==> src/rtl/cpu_types_pkg.sv <==
// Shared MIPS memory-side types: word, RAM handshake state, arbiter grant state,
// plus the grant-selection rule used by the arbiter.
package cpu_types_pkg;

  typedef logic [31:0] word_t;

  typedef enum logic [1:0] {
    FREE   = 2'd0,
    BUSY   = 2'd1,
    ACCESS = 2'd2,
    ERROR  = 2'd3
  } ramstate_t;

  typedef enum logic [1:0] {
    IDLE  = 2'd0,
    DGNT  = 2'd1,
    IGNT  = 2'd2,
    ABORT = 2'd3
  } arb_state_t;

  // Data wins unless fetch has been starved for the configured number of grants.
  function automatic arb_state_t pick_grant(input logic dreq, input logic ireq,
                                            input logic starved);
    if (dreq && !starved) return DGNT;
    if (ireq) return IGNT;
    return IDLE;
  endfunction

endpackage

==> src/rtl/mem_arbiter.sv <==
// Single-port RAM arbiter for fetch/data with data priority and a fetch starvation guard; MEM_TIMEOUT_EN adds a busy watchdog.
// Grant one cycle after a request is seen idle; requesters are held by iwait/dwait until the RAM reports ACCESS/ERROR.
module mem_arbiter
  import cpu_types_pkg::*;
#(
  parameter int STARVE_LIMIT   = 4,
  parameter int TIMEOUT_CYCLES = 255
) (
  input  logic      CLK,
  input  logic      RST,
  input  logic      iREN,
  input  word_t     iaddr,
  output logic      iwait,
  output word_t     iload,
  input  logic      dREN,
  input  logic      dWEN,
  input  word_t     daddr,
  input  word_t     dstore,
  output logic      dwait,
  output word_t     dload,
  output logic      ramREN,
  output logic      ramWEN,
  output word_t     ramaddr,
  output word_t     ramstore,
  input  word_t     ramload,
  input  ramstate_t ramstate,
  output logic      mem_err
);

  localparam logic [3:0] STARVE_MAX = 4'(STARVE_LIMIT);

  if (STARVE_LIMIT < 1 || STARVE_LIMIT > 15 || TIMEOUT_CYCLES < 1 || TIMEOUT_CYCLES > 255) begin : g_bad_cfg
    $error("mem_arbiter: parameter out of range");
  end

  arb_state_t state_q, state_d;
  logic [3:0] starve_q, starve_d;
  logic       dreq, ram_done, d_done, i_done;

`ifdef MEM_TIMEOUT_EN
  localparam logic [7:0] TMO_LAST = 8'(TIMEOUT_CYCLES);
  logic [7:0] tmo_q, tmo_d;
  logic       abort_dside_q, abort_dside_d;
`endif

  always_ff @(posedge CLK or posedge RST) begin
    if (RST) begin
      state_q  <= IDLE;
      starve_q <= 4'd0;
`ifdef MEM_TIMEOUT_EN
      tmo_q         <= 8'd0;
      abort_dside_q <= 1'b0;
`endif
    end else begin
      state_q  <= state_d;
      starve_q <= starve_d;
`ifdef MEM_TIMEOUT_EN
      tmo_q         <= tmo_d;
      abort_dside_q <= abort_dside_d;
`endif
    end
  end

  assign dreq     = dREN | dWEN;
  assign ram_done = (ramstate == ACCESS) || (ramstate == ERROR);
  assign d_done   = (state_q == DGNT) && ram_done;
  assign i_done   = (state_q == IGNT) && ram_done;

  always_comb begin
    state_d = state_q;
    if (!iREN || i_done) starve_d = 4'd0;
    else if (d_done && starve_q < STARVE_MAX) starve_d = starve_q + 4'd1;
    else starve_d = starve_q;
`ifdef MEM_TIMEOUT_EN
    tmo_d         = ((state_q == DGNT || state_q == IGNT) && !ram_done) ? tmo_q + 8'd1 : 8'd0;
    abort_dside_d = (state_q == DGNT);
`endif
    // The choice on completion uses the post-update starvation count, so the
    // STARVE_LIMIT-th data completion hands the port to fetch.
    case (state_q)
      IDLE: state_d = pick_grant(dreq, iREN, starve_d >= STARVE_MAX);
      DGNT: begin
        if (d_done) state_d = pick_grant(dreq, iREN, starve_d >= STARVE_MAX);
        else if (!dreq) state_d = IDLE;
`ifdef MEM_TIMEOUT_EN
        else if (tmo_d == TMO_LAST) state_d = ABORT;
`endif
      end
      IGNT: begin
        if (i_done) state_d = pick_grant(dreq, iREN, starve_d >= STARVE_MAX);
        else if (!iREN) state_d = IDLE;
`ifdef MEM_TIMEOUT_EN
        else if (tmo_d == TMO_LAST) state_d = ABORT;
`endif
      end
      default: state_d = IDLE;
    endcase
  end

  always_comb begin
    ramREN   = 1'b0;
    ramWEN   = 1'b0;
    ramaddr  = '0;
    ramstore = '0;
    iload    = '0;
    dload    = '0;
    case (state_q)
      DGNT: begin
        ramaddr  = daddr;
        ramWEN   = dWEN;
        ramREN   = dREN & ~dWEN;
        ramstore = dstore;
      end
      IGNT: begin
        ramREN  = iREN;
        ramaddr = iaddr;
      end
      default: ;
    endcase
    if (d_done) dload = ramload;
    if (i_done) iload = ramload;
    mem_err = (d_done || i_done) && (ramstate == ERROR);
    iwait   = iREN & ~i_done;
    dwait   = dreq & ~d_done;
`ifdef MEM_TIMEOUT_EN
    if (state_q == ABORT) begin
      mem_err = 1'b1;
      if (abort_dside_q) dwait = 1'b0;
      else iwait = 1'b0;
    end
`endif
  end

endmodule
==> config.mk <==
export PLATFORM = sky130hd
export DESIGN_NAME = mem_arbiter
export DESIGN_NICKNAME = d
export VERILOG_FILES = /design/src/rtl/cpu_types_pkg.sv /design/src/rtl/mem_arbiter.sv
export SDC_FILE = /design/constraint.sdc
export NUM_CORES = 1
export LEC_CHECK = 0
export CORE_AREA = 3 3 103 105
export CTS_BUF_LIST = sky130_fd_sc_hd__clkbuf_16
export DETAILED_ROUTE_END_ITERATION = 12
export DIE_AREA = 0 0 106 108
export PLACE_DENSITY = 0.63
export REMOVE_ABC_BUFFERS = 1
export SLEW_MARGIN = 20
export SYNTH_ARGS = -nofsm -noshare
export SYNTH_HDL_FRONTEND = slang
export SYNTH_SLANG_ARGS = --single-unit
==> constraint.sdc <==
create_clock -name CLK -period 2.4 [get_ports CLK]
set_input_delay 0.48 -clock CLK [delete_from_list [all_inputs] [get_ports CLK]]
set_output_delay 0.48 -clock CLK [all_outputs]
set_load 0.01 [all_outputs]
==> summary.md <==
| Metric | Value |
|---|---|
| Area Growth Syn to Fin | 206% |
| Clock Latency Late Sink | 0.23 ns |
| CP endpoint kind | output port |
| FILL cells | 919 |
| Final setup fails | 0 |
| Critical path required time | 1.92 ns |
| Area of the core | 9730 um^2 |
| Worst setup margin | 0.000913 ns |
| Floorplan row count | 36 |
| Final Hold Viols | 0 |
| Worst path depth | 6 |
| Worst reg2reg path depth | 8 |
| Wire per inst | 17.9 um |
| #FFs+latches synth | 6 |
| CP Launch Type | flop |
| Vias | 2,812 |
| Commonest cells after routing, fill and taps aside | 148 x clkdlybuf4s50_1, 69 x dlymetal6s2s_1, 64 x and3_1 |
| ANT nets after route | 0 |
| Seq/Total Area, Yosys | 9.24% |
| Layout cell share with drive strength beyond 1 | 8.48% |
| Routability cong. | 0.809 |
| Vias in the first global route | 2,710 |
| RSZ-0062 raised after global routing | yes |
| I/O Buffers | 267 |
| Die area | 11,400 um^2 |
| Yosys cell types | 29 |
| Initial Util | 16.7% |
| CTS tree | built |
| Worst rel slew slack | 81.8% |
| Gate Count Post-Synth | 237 |
| Crit path arrival time | 1.92 ns |
| Total wire length | 11,500 um |
| Reg2reg start | state_q[1]$_DFFE_PP0P_ |
| Post-Syn Area | 1630 um^2 |
| Clk slew on worst S/H paths | 0.03 ns |
| DIE WIDTH | 106 um |
| H-Tree Depth | 1 |
| First-pass DRT Iterations | 4 |
| Most common cell after layout, fill and taps aside | clkdlybuf4s50_1 |
| Clock Tree Buf Depth | 2 |
| Pre-CTS WS | -0.121 ns |
| Crit-path slowest cell | clkdlybuf4s50_1 |
| Worst setup path class | flop to output port |
| P per Cell Area | 609 nW/um^2 |
| Post-DP HPWL | 8800 um |
| VDD IR max | 582 uV |
| Residual DRC | 0 |
| Overall power | 3030 uW |
| Initial antenna violation count | 1 |
| Fin crit period | 2.40 ns |
| Post-route clock period utilization | 100% |
| Final nets | 649 |
| Grt ovf | 0 |
| Max Cap Viol | 0 |
| Worst-Margin Slew | 0.273 ns |
| GRT Util Overall | 17.8% |
| Crit. Startpoint | state_q[1]$_DFFE_PP0P_ |
| Largest net degree at the start of global routing | 33 |
| Starting DRT DRC Count | 111 |
| Setup Skew | 0.00112 ns |
| Worst path top cell family by delay | buffers and inverters |
| Reg2reg setup slack | 0.56 ns |
| Hold/Removal Path Class | input port to asynchronous set/reset pin |
| Status | finished clean |
| Ports | 268 |
| Worst path cell trace | inv_2, ha_4, buf_4, buf_12, and3_1, clkdlybuf4s50_1 |
| Mean area per synthesized cell | 6.86 um^2 |
| Syn. warnings | 0 |
| Worst stage delay on the critical path | 0.53 ns |
| Total CTS buffers | 3 |
| Slew Viols, Final | 0 |
| Leakage | 0.00340 uW |
| Vias per cell | 4.39 |
| CTS root buf | clkbuf_16 |
| First-pass GRT wire length | 16,100 um |
| Critical-path maximum fanout | 21 |
| WP buf/inv | 4 |
| Fmax | 417 MHz |
| Clock tree sinks | 6 |
| Die H | 108 um |
[cell families (layout without fill, tap and decap cells)]
family,Yosys count,in the layout,share of synthesized area (%)
simple gates,141,141,53.4
mux,1,1,0.616
other cells,0,1,0
flops,6,6,9.24
fa+ha+maj,5,5,3.85
buf+inv,35,305,9.47
xor+xnor,1,1,0.539
compound gates,48,48,22.9
[what timing repair did]
item                       CTS  global route
hold buffers                 0             0
resized for setup           64            72
buffers inserted             6             3
gates cloned                 3             1
setup endpoints to repair  131            74
pin swaps                    1             0
[metrics by stage]
stage                     cells  setup TNS (ns)  util (%)  hold WS (ns)  area (um^2)
after detailed placement    624           -4.12      46.3         0.531         4510
after CTS                   636          -0.391      48.7         0.486         4740
final                       641               0      51.1         0.476         4970
after global placement      624           -3.04      46.3         0.508         4510
after global routing        641         -0.0972      51.1         0.507         4970
after floorplan             208          -38.01         -         0.271         1490
[path summary, 6_finish.rpt]
path,endpoint
worst max-delay path,dload[19]
min in group CLK,starve_q[1]$_DFF_PP0_
worst min register to register,starve_q[1]$_DFF_PP0_
worst min-delay path,starve_q[2]$_DFF_PP0_
worst max register to register,state_q[1]$_DFFE_PP0P_
max in group asynchronous,state_q[0]$_DFFE_PP0P_
[sequential cells by signal (all words and copies together), names as in the netlist]
signal / count
state_q: 2
starve_q: 4
[synth_stat cells]
master    instances  area (um^2)
buf_6             1         11.3
nor2b_1          32          200
dfrtp_1           6          150
a22oi_1          32          240
inv_1             6         22.5
and4bb_2          1         12.5
a21bo_2           1         10.0
buf_4             1         7.51
buf_2             9         45.0
o21ba_2           1         10.0
and2_1           36          225
mux2i_1           1         10.0
o21ai_0           1         5.00
a41oi_1           1         8.76
a41o_1            1         10.0
xnor2_1           1         8.76
and3_1           64          400
nand2_1           2         7.51
a211oi_1          1         7.51
o21a_1            2         15.0
o21ai_1           2         10.0
a311oi_2          1         15.0
o22ai_1           1         6.26
ha_1              5         62.6
clkbuf_1         18         67.6
o211ai_1          1         7.51
nor2_1            6         22.5
o41ai_2           1         16.3
a21oi_1           2         10.0
[power by group]
group / leakage [uW] / switching (uW) / internal [uW]
clock: 0.0000370 / 58.4 / 214
combinational: 0.00328 / 1130 / 1480
sequential: 0.0000798 / 23.2 / 122
[layer usage]
layer  GRT usage [%]  vias to the layer above  part of all wire [%]
met1            20.4                     1301                    37
met5               0                        -                     0
met4            4.35                        0                   1.5
li1                -                     1382                     -
met2            34.2                      118                    55
met3            2.87                       11                   6.5
[cell type report]
cell class                 instances  area, um^2  share of cell area (%)
antenna                            1        2.50                  0.0503
clock buffer                       3        75.1                    1.51
inverter                           6        22.5                   0.453
multi-input combinational        196        1360                    27.3
sequential                         6         151                    3.04
tap                              133         166                    3.35
timing repair buffer             296        3200                    64.3
Note: power is estimated with default switching activity, not from simulation.
